[src/rtl/tracker_pkg.sv]
// tracker_pkg: shared types for the multi-channel signal tracker.
package tracker_pkg;
   typedef enum logic [1:0] {OK = 2'd0, OPEN = 2'd1, NO_START = 2'd2, ERR_DEPTH = 2'd3} tracker_status_t;
   typedef enum logic [1:0] {IDLE = 2'd0, SCAN = 2'd1, RESP = 2'd2} tracker_state_t;
   typedef struct packed {
      logic tracked;
      logic corrob;
   } hist_entry_t;
endpackage

[src/rtl/tracker_history_buffer.sv]
// tracker_history_buffer: one channel's circular history with write pointer, saturating fill count and an indexed read port.
module tracker_history_buffer
   import tracker_pkg::*;
#(
   parameter int DEPTH = 16,
   parameter int AW    = $clog2(DEPTH)
) (
   input  logic        clk_i,
   input  logic        rst_n_i,
   input  logic        wr_en_i,
   input  hist_entry_t wr_data_i,
   input  logic [AW-1:0] rd_addr_i,
   output hist_entry_t rd_data_o,
   output logic [AW-1:0] wr_ptr_o,
   output logic [AW:0]   valid_cnt_o
);
   hist_entry_t   mem_q [DEPTH];
   logic [AW-1:0] ptr_q;
   logic [AW:0]   cnt_q;

   assign rd_data_o   = mem_q[rd_addr_i];
   assign wr_ptr_o    = ptr_q;
   assign valid_cnt_o = cnt_q;

   always_ff @(posedge clk_i or negedge rst_n_i) begin
      if (!rst_n_i) begin
         mem_q <= '{default: '0};
         ptr_q <= '0;
         cnt_q <= '0;
      end else if (wr_en_i) begin
         mem_q[ptr_q] <= wr_data_i;
         ptr_q        <= ptr_q + AW'(1);
         cnt_q        <= (cnt_q == (AW+1)'(DEPTH)) ? cnt_q : cnt_q + (AW+1)'(1);
      end
   end
endmodule

[src/rtl/multi_channel_signal_tracker.sv]
// multi_channel_signal_tracker: per-channel sample history with a handshaked
// "first active interval in the newest N samples" query engine.
module multi_channel_signal_tracker
   import tracker_pkg::*;
#(
   parameter int NUM_CHANNELS               = 4,
   parameter int TRACKED_SIGNAL_WIDTH       = 1,
   parameter int CORROBORATING_SIGNAL_WIDTH = 1,
   parameter int BUFFER_DEPTH               = 16,
   parameter int TIME_WIDTH                 = 32
) (
   input  logic                                                clk,
   input  logic                                                rst,
   input  logic                                                sample_en,
   input  logic [NUM_CHANNELS*TRACKED_SIGNAL_WIDTH-1:0]        tracked_signal,
   input  logic [NUM_CHANNELS*CORROBORATING_SIGNAL_WIDTH-1:0]  corroborating_signal,
   input  logic                                                query_valid,
   output logic                                                query_ready,
   input  logic [$clog2(NUM_CHANNELS)-1:0]                     query_channel,
   input  logic [$clog2(BUFFER_DEPTH):0]                       query_depth,
   output logic                                                resp_valid,
   input  logic                                                resp_ready,
   output logic [1:0]                                          resp_status,
   output logic [TIME_WIDTH-1:0]                               resp_start,
   output logic [TIME_WIDTH-1:0]                               resp_end,
   input  logic                                                end_update_valid,
   input  logic [$clog2(NUM_CHANNELS)-1:0]                     end_update_channel,
   input  logic [TIME_WIDTH-1:0]                               end_update_value,
   output logic [TIME_WIDTH-1:0]                               sample_count
);
   localparam int CW  = $clog2(NUM_CHANNELS);
   localparam int AW  = $clog2(BUFFER_DEPTH);
   localparam int DW  = AW + 1;
   localparam int TSW = TRACKED_SIGNAL_WIDTH;
   localparam int CSW = CORROBORATING_SIGNAL_WIDTH;

   hist_entry_t     wr_w   [NUM_CHANNELS];
   hist_entry_t     rd_w   [NUM_CHANNELS];
   logic [AW-1:0]   ptr_w  [NUM_CHANNELS];
   logic [DW-1:0]   vcnt_w [NUM_CHANNELS];
   logic [AW-1:0]   scan_addr;

   tracker_state_t  state_q, state_d;
   tracker_status_t status_q, status_d;
   logic            alive_q;
   logic [CW-1:0]   chan_q, chan_d;
   logic [DW-1:0]   depth_q, depth_d, idx_q, idx_d;
   logic [AW-1:0]   ptr_q, ptr_d;
   logic [TIME_WIDTH-1:0] snap_q, snap_d, start_q, start_d, end_q, end_d;
   logic            found_q, found_d, cas_q, cas_d;
   logic [TIME_WIDTH-1:0] prev_end_q [NUM_CHANNELS];
   logic [TIME_WIDTH-1:0] prev_end_d [NUM_CHANNELS];
   logic [NUM_CHANNELS-1:0] prev_vld_q, prev_vld_d;
   logic [TIME_WIDTH-1:0] sample_cnt_q;

   hist_entry_t           ent;
   logic [TIME_WIDTH-1:0] ts, end_ts;
   logic                  last, depth_ok, start_hit, end_hit, scan_upd;

   for (genvar c = 0; c < NUM_CHANNELS; c++) begin : g_ch
      assign wr_w[c] = {|tracked_signal[c*TSW +: TSW], |corroborating_signal[c*CSW +: CSW]};
      tracker_history_buffer #(.DEPTH(BUFFER_DEPTH)) u_buf (
         .clk_i      (clk),
         .rst_n_i    (rst),
         .wr_en_i    (sample_en),
         .wr_data_i  (wr_w[c]),
         .rd_addr_i  (scan_addr),
         .rd_data_o  (rd_w[c]),
         .wr_ptr_o   (ptr_w[c]),
         .valid_cnt_o(vcnt_w[c])
      );
   end

   assign query_ready  = alive_q && (state_q == IDLE);
   assign resp_valid   = (state_q == RESP);
   assign resp_status  = status_q;
   assign resp_start   = start_q;
   assign resp_end     = end_q;
   assign sample_count = sample_cnt_q;

   // Entry i of the scan window sits depth-i slots behind the snapshotted write pointer.
   assign scan_addr = ptr_q - depth_q[AW-1:0] + idx_q[AW-1:0];
   assign ent       = rd_w[chan_q];
   assign ts        = snap_q - TIME_WIDTH'(depth_q) + TIME_WIDTH'(idx_q);
   assign last      = (idx_q == depth_q - DW'(1));
   assign depth_ok  = (query_depth != '0) && (query_depth <= vcnt_w[query_channel])
                   && (query_depth <= DW'(BUFFER_DEPTH/2));
   assign start_hit = ent.tracked && (!prev_vld_q[chan_q] || ts > prev_end_q[chan_q]);
   assign end_hit   = !ent.tracked || (cas_q != ent.corrob);
   assign end_ts    = (!ent.tracked || cas_q) ? ts - TIME_WIDTH'(1) : ts;

   always_comb begin
      state_d  = state_q;
      status_d = status_q;
      chan_d   = chan_q;
      depth_d  = depth_q;
      ptr_d    = ptr_q;
      snap_d   = snap_q;
      idx_d    = idx_q;
      found_d  = found_q;
      cas_d    = cas_q;
      start_d  = start_q;
      end_d    = end_q;
      scan_upd = 1'b0;
      case (state_q)
         IDLE: if (query_valid && query_ready) begin
            chan_d   = query_channel;
            depth_d  = query_depth;
            ptr_d    = ptr_w[query_channel];
            snap_d   = sample_cnt_q;
            idx_d    = '0;
            found_d  = 1'b0;
            start_d  = '0;
            end_d    = '0;
            state_d  = depth_ok ? SCAN : RESP;
            status_d = depth_ok ? NO_START : ERR_DEPTH;
         end
         SCAN: begin
            idx_d = idx_q + DW'(1);
            if (!found_q) begin
               found_d  = start_hit;
               cas_d    = ent.corrob;
               start_d  = start_hit ? ts : '0;
               status_d = start_hit ? OPEN : NO_START;
               state_d  = last ? RESP : SCAN;
            end else if (end_hit) begin
               end_d    = end_ts;
               status_d = OK;
               state_d  = RESP;
               scan_upd = 1'b1;
            end else begin
               state_d  = last ? RESP : SCAN;
            end
         end
         RESP: state_d = resp_ready ? IDLE : RESP;
         default: state_d = IDLE;
      endcase
   end

   // An external override lands after the scan update so it wins on a same-channel collision.
   always_comb begin
      prev_end_d = prev_end_q;
      prev_vld_d = prev_vld_q;
      if (scan_upd) begin
         prev_end_d[chan_q] = end_ts;
         prev_vld_d[chan_q] = 1'b1;
      end
      if (end_update_valid) begin
         prev_end_d[end_update_channel] = end_update_value;
         prev_vld_d[end_update_channel] = 1'b1;
      end
   end

   always_ff @(posedge clk or negedge rst) begin
      if (!rst) begin
         state_q      <= IDLE;
         status_q     <= OK;
         alive_q      <= 1'b0;
         chan_q       <= '0;
         depth_q      <= '0;
         ptr_q        <= '0;
         snap_q       <= '0;
         idx_q        <= '0;
         found_q      <= 1'b0;
         cas_q        <= 1'b0;
         start_q      <= '0;
         end_q        <= '0;
         prev_end_q   <= '{default: '0};
         prev_vld_q   <= '0;
         sample_cnt_q <= '0;
      end else begin
         state_q      <= state_d;
         status_q     <= status_d;
         alive_q      <= 1'b1;
         chan_q       <= chan_d;
         depth_q      <= depth_d;
         ptr_q        <= ptr_d;
         snap_q       <= snap_d;
         idx_q        <= idx_d;
         found_q      <= found_d;
         cas_q        <= cas_d;
         start_q      <= start_d;
         end_q        <= end_d;
         prev_end_q   <= prev_end_d;
         prev_vld_q   <= prev_vld_d;
         sample_cnt_q <= sample_cnt_q + TIME_WIDTH'(sample_en);
      end
   end
endmodule
[config.mk]
export PLATFORM = sky130hd
export DESIGN_NAME = multi_channel_signal_tracker
export DESIGN_NICKNAME = d
export VERILOG_FILES = /design/src/rtl/tracker_pkg.sv /design/src/rtl/tracker_history_buffer.sv /design/src/rtl/multi_channel_signal_tracker.sv
export SDC_FILE = /design/constraint.sdc
export NUM_CORES = 1
export LEC_CHECK = 0
export ABC_CLOCK_PERIOD_IN_PS = 9500
export CORE_ASPECT_RATIO = 1.2
export CORE_MARGIN = 3
export CORE_UTILIZATION = 25
export DETAILED_ROUTE_END_ITERATION = 7
export SLEW_MARGIN = 0
export SYNTH_ARGS = -nofsm -noshare
export SYNTH_HDL_FRONTEND = slang
export SYNTH_SLANG_ARGS = --single-unit
[constraint.sdc]
create_clock -name clk -period 9.5 [get_ports clk]
set_input_delay 1.425 -clock clk [delete_from_list [all_inputs] [get_ports clk]]
set_output_delay 1.425 -clock clk [all_outputs]
set_load 0.02 [all_outputs]
# [Word level (Yosys, flattened, before mapping)]
# Index checks and enable logic that the tools add are counted.
# Widths: inputs -> output; s select.
[word_totals] register_bits=447 latch_bits=0 mem_bits_rw=0 rom_bits=0 in_bits=55 output_inout_bits=100 word_cells=331 n_memories=0
[classes] addsub=16 mul=0 n_div=0 order_cmp=21 n_eq_ne=13 shift=0 mux=81 bitwise_logic=15 n_reduce_logical=31
[ops] cell="$mux 32" n=10
[ops] cell="$bwmux 128" n=2
[ops] cell="$mux 128" n=2
[ops] cell="$bwmux 32" n=4
[ops] cell="$demux 32 s2" n=2
[ops] cell="$pmux 32 s2" n=2
[ops] cell="$bmux 32 s2" n=1
[ops] cell="$mux 2" n=24
[ops] cell="$add 32x1->32" n=1
[ops] cell="$add 32x5->32" n=1
[ops] cell="$bmux 2 s4" n=4
[ops] cell="$demux 2 s4" n=4
[ops] cell="$gt 32x32->1" n=1
[ops] cell="$sub 32x1->32 const B" n=1
[ops] cell="$sub 32x5->32" n=1
[ops] cell="$add 5x1->5 const B" n=5
[ops] cell="$ge 5x5->1 const B" n=5
[ops] cell="$not 4->5" n=5
[ops] cell="$eq 5x5->1 const B" n=4
[ops] cell="$lt 5x1->1 const B" n=4
[ops] cell="$add 4x1->4 const B" n=4
[ops] cell="$mux 4" n=4
[ops] cell="$mux 5" n=3
[ops] cell="$reduce_and 2->1" n=7
[ops] cell="other kinds (37)" n=76

# [Logic depth before layout (Yosys ltp)]
# Gate-level depths: netlist of run 1.
[logic_depth] ltp_word=17 ltp_mapped=24 ltp_nobuf=23

# [By module]
# Synthesis of run 1 repeated with hierarchy kept, for this count alone.
[unflattened] cells_unflattened=2469 hier_area_um2=25316.8
[modules_own_cells] mod="multi_channel_signal_tracker" n_inst=1 cells_each=1878 area_each_um2=17226.5 seq_area_each_um2=7081.8
[modules_own_cells] mod="tracker_history_buffer (g_ch[0].u_buf ...)" n_inst=3 cells_each=148 area_each_um2=2023.2 seq_area_each_um2=1026.0
[modules_own_cells] mod="tracker_history_buffer (g_ch[3].u_buf)" n_inst=1 cells_each=147 area_each_um2=2020.7 seq_area_each_um2=1026.0

# [Worst setup path after synthesis of run 1]
# No wires, ideal clock.
[synth_timing] path_type="reg-to-reg" start="reg idx_q[2]" end="reg start_q[10] (netlist: resp_start[10])" setup_time_ns=0.068 arrival_time_ns=5.091 required_time_ns=9.432 slack_ns=4.341 stages_incl_launch_ff=22 path_buffers=1 period_less_slack_ns=5.159 path_cell_list="dfrtp_1 > inv_1 > fa_1 > inv_1 > ha_1 > o211ai_1 > o211ai_2 > a21oi_2 > nor3_1 > o211ai_1 > a21oi_1 > mux2i_1 > o311ai_0 > ha_1 > nand4_1 > nor4_1 > nand2_1 > a2111oi_0 > a2111oi_2 > nor4b_4 > buf_2 > a22o_1"
[synth_via] elab_chain_cells=12 elab_cells_between_ends=24 cone_classes="add/sub: 2; order compare: 1; mux: 18; bitwise: 1; reduce/logical: 2"
[synth_rtl] item="start: declaration" line_no="multi_channel_signal_tracker.sv:47" source="logic [DW-1:0] depth_q, depth_d, idx_q, idx_d;"
[synth_rtl] item="start signal: assignment" line_no="multi_channel_signal_tracker.sv:179" source="idx_q <= idx_d;"
[synth_rtl] item="parallel branches: the longest is 9 deep, another holds $add 32x5->32"
[synth_rtl] item="$mux 32 (*)" line_no="multi_channel_signal_tracker.sv:123" source="start_d = start_hit ? ts : '0;"
[synth_rtl] item="$mux 32 (*)" line_no="multi_channel_signal_tracker.sv:120" source="if (!found_q) begin"
[synth_rtl] item="$pmux 32 s2 (*)" line_no="multi_channel_signal_tracker.sv:105" source="case (state_q)"
[synth_rtl] item="end signal: assignment" line_no="multi_channel_signal_tracker.sv:182" source="start_q <= start_d;"
[synth_rtl] item="end: declaration" line_no="multi_channel_signal_tracker.sv:49" source="logic [TIME_WIDTH-1:0] snap_q, snap_d, start_q, start_d, end_q, end_d;"
# Mark *: on every way between the ends. The select of a mux whose other input is x is not followed.
# A chain may end at the register's enable or synchronous reset.

# [Worst setup path after layout of run 1]
[layout_timing] start="reg idx_q[2]" end="reg start_q[25] (netlist: resp_start[25])"
# The elaborated chain is that of the path after synthesis.

==> results of run 1 <==
final cells by class:
class	instances	area share [%]
multi-input combinational	1755	44.2
sequential	447	37.2
clock buffer	69	4.48
timing repair buffer	187	5.94
clock inverter	21	0.906
inverter	130	1.62
antenna	6	0.0499
tap	1354	5.63
worst reg2reg max path: stages (launching register included):
cell	delay [ps]
dfrtp_1	450
inv_1	160
fa_1	530
inv_1	50
ha_1	340
o211ai_1	150
o211ai_2	280
a21oi_2	140
nor3_1	430
o211ai_1	160
a21oi_1	190
mux2i_1	210
o311ai_0	140
buf_4	180
ha_1	290
nand4_1	120
nor4_1	560
nand2_1	150
a2111oi_0	440
a2111oi_2	120
nor4b_4	280
buf_4	360
a22o_1	220
flip-flops by register name, indices dropped and copies added, names as in the netlist, 5 cells and up:
signal                  flops
depth_q                     5
g_ch.u_buf.mem_q          128
g_ch.u_buf.valid_cnt_o     20
g_ch.u_buf.wr_ptr_o        16
idx_q                       5
prev_end_q                128
resp_end                   32
resp_start                 32
sample_count               32
snap_q                     32
cells in the final DEF (no fill, tap or decap), types with 35 or more instances in the layout:
master           synthesis  layout
nand2_1                348     347
mux2_2                 134     134
inv_1                  129     129
ha_1                   101     100
mux4_2                  79      79
dfrtp_1                447     446
nand3_1                 44      44
nand4_1                 37      37
mux2i_1                 75      75
nor2_1                  91      89
nor3_1                  36      36
a22o_1                  35      35
xnor2_1                 71      71
a21oi_1                 47      47
nor4_1                  39      39
o21ai_0                225     225
clkdlybuf4s50_1          0     152
clkbuf_16                0      48
routing by layer:
metal  track usage, %  vias to the layer above  wire length [um]
li1                 -                     9056                 -
met1             17.5                     9870             32100
met2             26.0                      545             40100
met3             2.67                      142              4270
met4             5.76                        8              2670
met5                0                        -                49
stage by stage:
stage | cell area [sq um] | std cells | power, mW
CTS | 30100 | 3963 | 12.4
global placement | 28500 | 3873 | 10.3
floorplan | 25500 | 2470 | 7.79
global route | 30100 | 3965 | 13.1
finish | 30100 | 3969 | 12.4
detailed placement | 28500 | 3873 | 10.4
power by group:
group / switching (mW) / total, mW / internal, mW
logic: 4.58 / 7.52 / 2.94
registers: 0.458 / 2.91 / 2.46
clock network: 0.834 / 1.94 / 1.11
cells by family after synthesis:
logic type	count (synthesis)	synth area share (%)
fa+ha+maj	111	5.67
flops	447	43.9
compound gates	508	12.6
xor+xnor	105	3.70
simple gates	742	14.1
other cells	1	0.0147
mux	288	15.9
buf+inv	268	4.13
final timing paths:
check / startpoint / endpoint
worst max-delay path: idx_q[2] / resp_start[25]
worst min-delay path: prev_vld_q[2] / prev_vld_q[2]
worst max register to register: idx_q[2] / resp_start[25]
worst min register to register: prev_vld_q[2] / prev_vld_q[2]
max in group asynchronous: rst / resp_end[27]
min in group asynchronous: rst / prev_end_q[33]
==> impl_metrics.csv, run 1 <==
group,metric,value,unit
worst_setup_path,path_delay_family,"compound AO/OA/AOI/OAI gates",
floorplanning,ioPinCount,155,
sta,fin_crit_sh,63.2,%
sta,slew_violations,0,
grt,antenna_found_initial,12,
placement,gp_congestion,0.872,
route,vias,19621,
worst_setup_path,worst-path-stages,22,
yosys,ys_types,86,
sta,rsz0062_at_grt,"no",
power_and_ir_drop,power_density,411,mW/mm^2
yosys,ys_top_cells_by_area,"dfrtp_1 44%, mux4_2 7.0%, mux2_2 5.9%, nand2_1 5.1%, ha_1 5.0%",
sta,setup_viol,0,
finish,multiInputGateArea,0.0133,sq mm
finish,fillers,10510,
clocking,h-tree-depth,2,
yosys,yosysWarnings,0,
sta,finalCriticalPeriod,6010,ps
sta,slew_headroom,24.2,%
yosys,synth_top_area_cell,"dfrtp_1",
grt,grt_max_degree,119,
route,drc,0,
placement,io_buffers,154,
clocking,clk_latency,620,ps
placement,dpl.hpwl,55800,um
sta,tns,0,ps
yosys,netlist_top_cells_count,"447 x dfrtp_1, 348 x nand2_1, 225 x o21ai_0",
clocking,cts_tree,"done",
outcome,status,"finished clean",
grt,grt_pass1_wl,122000,um
route,wirelength,79200,um
clocking,clk_path_buf_depth,3,
worst_setup_path,rrSetupSlack,3490,ps
floorplanning,die_area,0.106,sq mm
worst_setup_path,startpoint_type,"register",
grt,grt_pass1_vias,19802,
clocking,numCtsBuffers,48,
clocking,clkSinkCount,447,
worst_setup_path,worstSetupPathType,"reg -> reg",
worst_setup_path,arrival,6560,ps
route,firstDrtPassIters,7,
power_and_ir_drop,peakVddDrop,0.000351,V
sta,worst_pin_slew,1130,ps
grt,groute.usage.overall,14.7,%
floorplanning,die_x,297,um
sta,max_clock_freq,166,MHz
finish,area_growth,18.2,%
grt,grt_overflow,0,
route,drtIter0Drc,1549,
hold_path,hold_path_class,"reg -> reg",
sta,finClkSkew,52.4,ps
floorplanning,initial_core_util,25.4,%
floorplanning,core,0.100,sq mm
yosys,syn_area,0.0255,sq mm
placement,post-place-ws,3590,ps
yosys,synth.most_common_cell,"dfrtp_1",
worst_setup_path,r2r_cells,22,
hold_path,hold_depth,1,
route,wl_per_cell,20.0,um
power_and_ir_drop,leakage,12.4,nW
worst_setup_path,cp_cell_sequence,"inv_1, fa_1, inv_1, ha_1, o211ai_1, o211ai_2, a21oi_2, nor3_1, o211ai_1, a21oi_1, mux2i_1, o311ai_0, buf_4, ha_1, nand4_1, nor4_1, nand2_1, a2111oi_0, a2111oi_2, nor4b_4, buf_4, a22o_1",
yosys,synth_top_area_share,43.9,%
clocking,cts_resized,0,
yosys,async_flop_share,100,%
yosys,synth.avg_cell_area,10.3,sq um
run,maxCapViolations,0,
worst_setup_path,worstPathRequired,10050,ps
sta,hold-worst-slack,474,ps
finish,utilization,30.0,%
worst_setup_path,end_kind,"register",
clocking,cts_hold_buf,0,
yosys,syn_nets,2634,
route,vias_per_cell,4.94,
yosys,synth_cells,2470,
sta,setup_slack,3490,ps
worst_setup_path,critical-path-max-stage-delay,560,ps
clocking,clk_pin_slew,70,ps
floorplanning,die_height,356,um
worst_setup_path,slowest_stage,"nor4_1",
route,drtAntennaViolNets,0,
worst_setup_path,critPathMaxFanout,33,
sta,finalHoldViolCount,0,
clocking,clockRootBuffer,"clkbuf_16",
yosys,synth_edf_count,0,
finish,register_area,0.0112,sq mm
floorplanning,fp-row-count,127,
yosys,seq_area_frac_synth,43.9,%
finish,layout-drive-gt1-share,14.7,%
finish,nets,2733,
worst_setup_path,critPathBufInv,4,
clocking,postCtsSetupBuffers,0,
yosys,synth_flop_cell,"dfrtp_1",
yosys,yosys_register_bits,447,
Note: power is estimated with default switching activity, not from simulation.
==> run 2, diff against run 1 <==
--- a/config.mk
+++ b/config.mk
@@ -5,7 +5,7 @@
 export SDC_FILE = /design/constraint.sdc
 export NUM_CORES = 1
 export LEC_CHECK = 0
-export ABC_CLOCK_PERIOD_IN_PS = 9500
+export ABC_CLOCK_PERIOD_IN_PS = 5200
 export CORE_ASPECT_RATIO = 1.2
 export CORE_MARGIN = 3
 export CORE_UTILIZATION = 25
==> constraint.sdc (replaced) <==
create_clock -name clk -period 5.2 [get_ports clk]
set_input_delay 0.78 -clock clk [delete_from_list [all_inputs] [get_ports clk]]
set_output_delay 0.78 -clock clk [all_outputs]
set_load 0.02 [all_outputs]
==> run 2 against run 1 <==
  * Sequential cell count is the same
  * Routed wire length grew 0.29%
  * Via count grew 1.4%
  * Die area is the same
  * Cell area grew 3.6%
  * Non-clock buffer count grew 115
  * Worst hold slack lost 120 ps
  * Register-to-register slack lost 3300 ps
  * Critical path type unchanged
  * Critical path depth shrank 4
  * Global-route usage grew 0.20 points
  * Critical endpoint unchanged
  * Utilization grew 1.1 points
==> impl_metrics.csv, run 2 (synthesized netlist as in run 1, its figures left out) <==
group,metric,value,unit
clocking,h-tree-depth,2,
sta,finalCriticalPeriod,4970,ps
placement,dp.cells,3988,
sta,max_clock_freq,201,MHz
worst_setup_path,end_kind,"register",
placement,dpl.hpwl,58700,um
grt,grt_pass1_vias,20503,
grt,antenna_found_initial,11,
clocking,clockRootBuffer,"clkbuf_16",
hold_path,hold_path_class,"in -> async",
worst_setup_path,critPathMaxFanout,33,
route,drtIter0Drc,1486,
floorplanning,die_height,356,um
clocking,clk_pin_slew,60,ps
clocking,clk_latency,620,ps
placement,io_buffers,154,
grt,grt_overflow,0,
finish,instances_no_fill,4085,
clocking,cts_hold_buf,0,
floorplanning,fp-row-count,127,
worst_setup_path,startpoint_type,"register",
run,maxCapViolations,0,
floorplanning,initial_core_util,25.4,%
finish,fillers,10426,
worst_setup_path,worstPathRequired,5700,ps
route,drc,0,
route,wirelength,79400,um
route,drtAntennaViolNets,0,
finish,register_area,0.0112,sq mm
finish,nets,2850,
finish,area_growth,22.4,%
sta,finalHoldViolCount,0,
route,wl_per_cell,19.4,um
grt,groute.usage.overall,14.9,%
sta,fin_crit_sh,95.7,%
sta,slew_violations,0,
clocking,clkSinkCount,447,
floorplanning,die_x,297,um
finish,multiInputGateArea,0.0134,sq mm
sta,finClkSkew,23.8,ps
finish,final_common_cell,"dfrtp_1",
route,vias,19902,
finish,layout-drive-gt1-share,19.0,%
worst_setup_path,arrival,5470,ps
finish,mostFrequentLayoutCells,"446 x dfrtp_1, 347 x nand2_1, 225 x o21ai_0",
finish,top_regs,"g_ch.u_buf.mem_q (128), prev_end_q (128)",
grt,grt_pass1_wl,124000,um
floorplanning,die_area,0.106,sq mm
clocking,cts_tree,"done",
floorplanning,core,0.100,sq mm
sta,worst_pin_slew,1150,ps
sta,setup_viol,0,
clocking,clk_path_buf_depth,3,
worst_setup_path,worstSetupPathType,"reg -> reg",
sta,hold-worst-slack,354,ps
floorplanning,ioPinCount,155,
outcome,status,"finished clean",
finish,utilization,31.0,%
route,firstDrtPassIters,5,
sta,slew_headroom,23.1,%
route,vias_per_cell,4.87,
clocking,numCtsBuffers,50,
grt,grt_max_degree,129,
placement,gp_congestion,0.888,
[run 2: cell types whose count changed in the layout (fill, tap and decap cells not counted), moves of 4 or more]
cell | before | now
buf_4 | 33 | 140
clkbuf_8 | 7 | 11
buf_12 | 0 | 8
clkinv_2 | 9 | 13
clkbuf_1 | 14 | 3
[run 2: repair_timing]
item | CTS | global route
setup endpoints to repair | 34 | 43
resized for setup | 2 | 10
buffers inserted | 0 | 0
pin swaps | 0 | 2
[run 2: final timing paths]
path                                   endpoint  slack, ps  depth (start not counted)           from
worst max-delay path             resp_start[25]        230                         18     depth_q[1]
worst min-delay path              prev_end_q[4]        350                          1            rst
worst max register to register   resp_start[25]        230                         18     depth_q[1]
worst min register to register    prev_vld_q[3]        470                          1  prev_vld_q[3]
max in group asynchronous            snap_q[29]       3770                          2            rst
min in group clk                sample_count[0]        470                          2      sample_en
[run 2: critical path, stage by stage, from the launching register on]
cell and delay [ps]:
dfrtp_1 400, fa_1 600, inv_1 60, ha_1 300
a211oi_2 290, buf_4 160, o21ai_1 140, a32oi_1 370
a21oi_1 150, mux2_2 330, ha_1 320, a21o_1 190
a21o_1 170, a21oi_1 140, o2111ai_1 160, a2111oi_2 540
nor4b_4 110, buf_12 190, a22o_1 240
[run 2: final cells by class]
type	count	share of cell area [%]
diodes	6	0.0482
clock buffers	64	4.54
well taps	1354	5.43
repair buffers	302	8.83
multi-input cells	1755	42.9
inverters	130	1.57
clock inverters	27	0.827
flip-flops and latches	447	35.9
[run 2: metrics by stage]
step | worst slack, ps | instance area [sq um] | TNS (ps)
final | 226 | 31200 | 0
after global routing | -25.8 | 31200 | -170
after CTS | 4.94 | 31100 | 0
after detailed placement | -153 | 29400 | -4840
after global placement | 16.9 | 29400 | 0
after floorplan | 40.9 | 25500 | 0
[run 2: routing by layer]
metal | vias up | global-route usage, % | wire length [um]
met5 | - | 0 | 53
met4 | 8 | 6.71 | 3870
met3 | 188 | 3.58 | 4920
met2 | 553 | 25.9 | 39200
met1 | 9862 | 17.3 | 31400
li1 | 9291 | - | -
Power of run 2 is not shown: default switching activity piles up to over one toggle a cycle in this logic, so the estimate is an artifact.
==> run 3, diff against run 2 <==
--- a/config.mk
+++ b/config.mk
@@ -8,7 +8,7 @@
 export ABC_CLOCK_PERIOD_IN_PS = 5200
 export CORE_ASPECT_RATIO = 1.2
 export CORE_MARGIN = 3
-export CORE_UTILIZATION = 25
+export CORE_UTILIZATION = 40
 export DETAILED_ROUTE_END_ITERATION = 7
 export SLEW_MARGIN = 0
 export SYNTH_ARGS = -nofsm -noshare
==> constraint.sdc (replaced) <==
create_clock -name clk -period 5.2 [get_ports clk]
set_input_delay 0.78 -clock clk [delete_from_list [all_inputs] [get_ports clk]]
set_output_delay 0.78 -clock clk [all_outputs]
set_load 0.1 [all_outputs]
==> run 3 against run 2 <==
  * Sequential share of layout area up 0.92 points
  * Via count up 0.86%
  * Routed wire length down 4.6%
  * Non-clock buffer count down 30
  * Fmax down 0.88%
  * Clock-buffer cell count up 9
  * Clock skew down 3.1 ps
==> impl_metrics.csv, run 3 (synthesized netlist as in run 1, its figures left out) <==
group,metric,value,unit
worst_setup_path,r2r_cells,17,
clocking,clk_pin_slew,60,ps
placement,dpl.hpwl,54000,um
route,wirelength,75800,um
sta,worst_pin_slew,1200,ps
floorplanning,ioPinCount,155,
grt,grt_pass1_wl,119000,um
route,drtAntennaViolNets,0,
sta,finalHoldViolCount,0,
clocking,clkSinkCount,447,
worst_setup_path,worstSetupPathType,"reg -> reg",
placement,post-place-ws,-126,ps
worst_setup_path,slowest_stage,"fa_1",
worst_setup_path,cp_cell_sequence,"inv_1, fa_1, fa_1, nand2b_1, a21o_2, a211oi_1, o41ai_2, a21bo_2, and2_1, ha_1, maj3_1, maj3_1, a2111oi_4, nor4b_4, buf_4, clkbuf_16, a22o_1",
route,drtIter0Drc,1631,
sta,setup_slack,182,ps
route,wl_per_cell,21.6,um
worst_setup_path,r2r-start,"idx_q[1]",
run,maxCapViolations,0,
worst_setup_path,cp-startpoint,"idx_q[1]",
worst_setup_path,critPathMaxFanout,12,
sta,setup_viol,0,
route,vias,20074,
floorplanning,die_height,282,um
grt,groute.usage.overall,22.4,%
worst_setup_path,critPathBufInv,3,
finish,top_regs,"g_ch.u_buf.mem_q (128), prev_end_q (128)",
outcome,status,"finished clean",
grt,antenna_found_initial,1,
finish,diodes,0,
floorplanning,core,0.0626,sq mm
placement,io_buffers,154,
finish,mostFrequentLayoutCells,"446 x dfrtp_1, 347 x nand2_1, 224 x o21ai_0",
worst_setup_path,startpoint_type,"register",
floorplanning,die_area,0.0667,sq mm
route,firstDrtPassIters,5,
finish,area_growth,19.4,%
hold_path,hold_path_class,"in -> async",
clocking,clk_latency,600,ps
worst_setup_path,worstPathRequired,5680,ps
sta,max_clock_freq,199,MHz
finish,layout-drive-gt1-share,18.0,%
sta,finalCriticalPeriod,5020,ps
floorplanning,initial_core_util,40.7,%
clocking,clockRootBuffer,"clkbuf_16",
sta,fin_crit_sh,96.5,%
clocking,cts_tree,"done",
clocking,h-tree-depth,2,
grt,grt_pass1_vias,20795,
route,vias_per_cell,5.72,
finish,final_common_cell,"dfrtp_1",
worst_setup_path,worst-path-stages,17,
worst_setup_path,critical-path-max-stage-delay,470,ps
worst_setup_path,path_delay_family,"adder cells",
clocking,cts_hold_buf,0,
finish,nets,2819,
worst_setup_path,arrival,5490,ps
grt,grt_max_degree,119,
worst_setup_path,end_kind,"register",
floorplanning,fp-row-count,100,
sta,finClkSkew,20.7,ps
clocking,numCtsBuffers,49,
route,drc,0,
placement,gp_congestion,0.878,
clocking,clk_path_buf_depth,3,
sta,slew_headroom,19.7,%
floorplanning,die_x,236,um
grt,grt_overflow,0,
finish,utilization,48.6,%
sta,slew_violations,0,
## run 3: changes by cell type in the layout (fill, tap and decap cells not counted), sizes merged
cell | before | now
clkinv | 16 | 10
inv | 135 | 131
buf | 150 | 119
bufinv | 2 | 5
clkbuf | 64 | 74
clkinvlp | 4 | 1
diode | 6 | 0
## run 3: repair_timing
item                                    4_1_cts  5_1_grt
buffers inserted                              0        1
cloned                                        0        1
hold endpoints to repair                      0        0
resized for setup                             3       15
endpoints found under the setup margin       33       39
pin swaps                                     0        5
## run 3: final timing paths
kind	end	slack (ps)
min reg2reg	prev_vld_q[3]	470
min in group clk	sample_count[0]	450
max reg2reg	resp_start[26]	180
min	sample_count[24]	200
max in group asynchronous	prev_end_q[77]	3740
max	resp_start[26]	180
## run 3: through the flow
step	hold slack [ps]	cell area [sq um]	setup TNS (ps)	std cells
6_report	196	30400	0	3510
3_3_place_gp	448	28500	-164	3418
2_1_floorplan	433	25500	0	2470
3_5_place_dp	461	28500	-3580	3418
5_1_grt	244	30400	-658	3510
4_1_cts	221	30300	0	3508
## run 3: worst reg2reg max path, stage by stage, from the launching register on
cell and delay, ps:
dfrtp_1 380, inv_1 100, fa_1 470, fa_1 470, nand2b_1 200, a21o_2 240, a211oi_1 330, o41ai_2 160
a21bo_2 250, and2_1 220, ha_1 230, maj3_1 350, maj3_1 410, a2111oi_4 460, nor4b_4 70, buf_4 180
clkbuf_16 170, a22o_1 230
## run 3: metal layers
layer  vias to the layer above  share of wire [%]  GRT usage (%)
met5                         -              0.012              0
met4                         2                4.4           9.94
met3                       165                5.7           3.79
met2                       649                 50           39.6
met1                     10033                 39           26.9
li1                       9225                  -              -
## run 3: layout make-up
| class | count | area, sq um |
|---|---|---|
| tap | 816 | 1020 |
| clock inverter | 17 | 231 |
| inverter | 130 | 488 |
| multi-input combinational | 1755 | 13400 |
| fill | 5744 | 32200 |
| timing repair buffer | 272 | 2570 |
| clock buffer | 73 | 1500 |
| sequential | 447 | 11200 |
Power of run 3 is left out for the same reason.
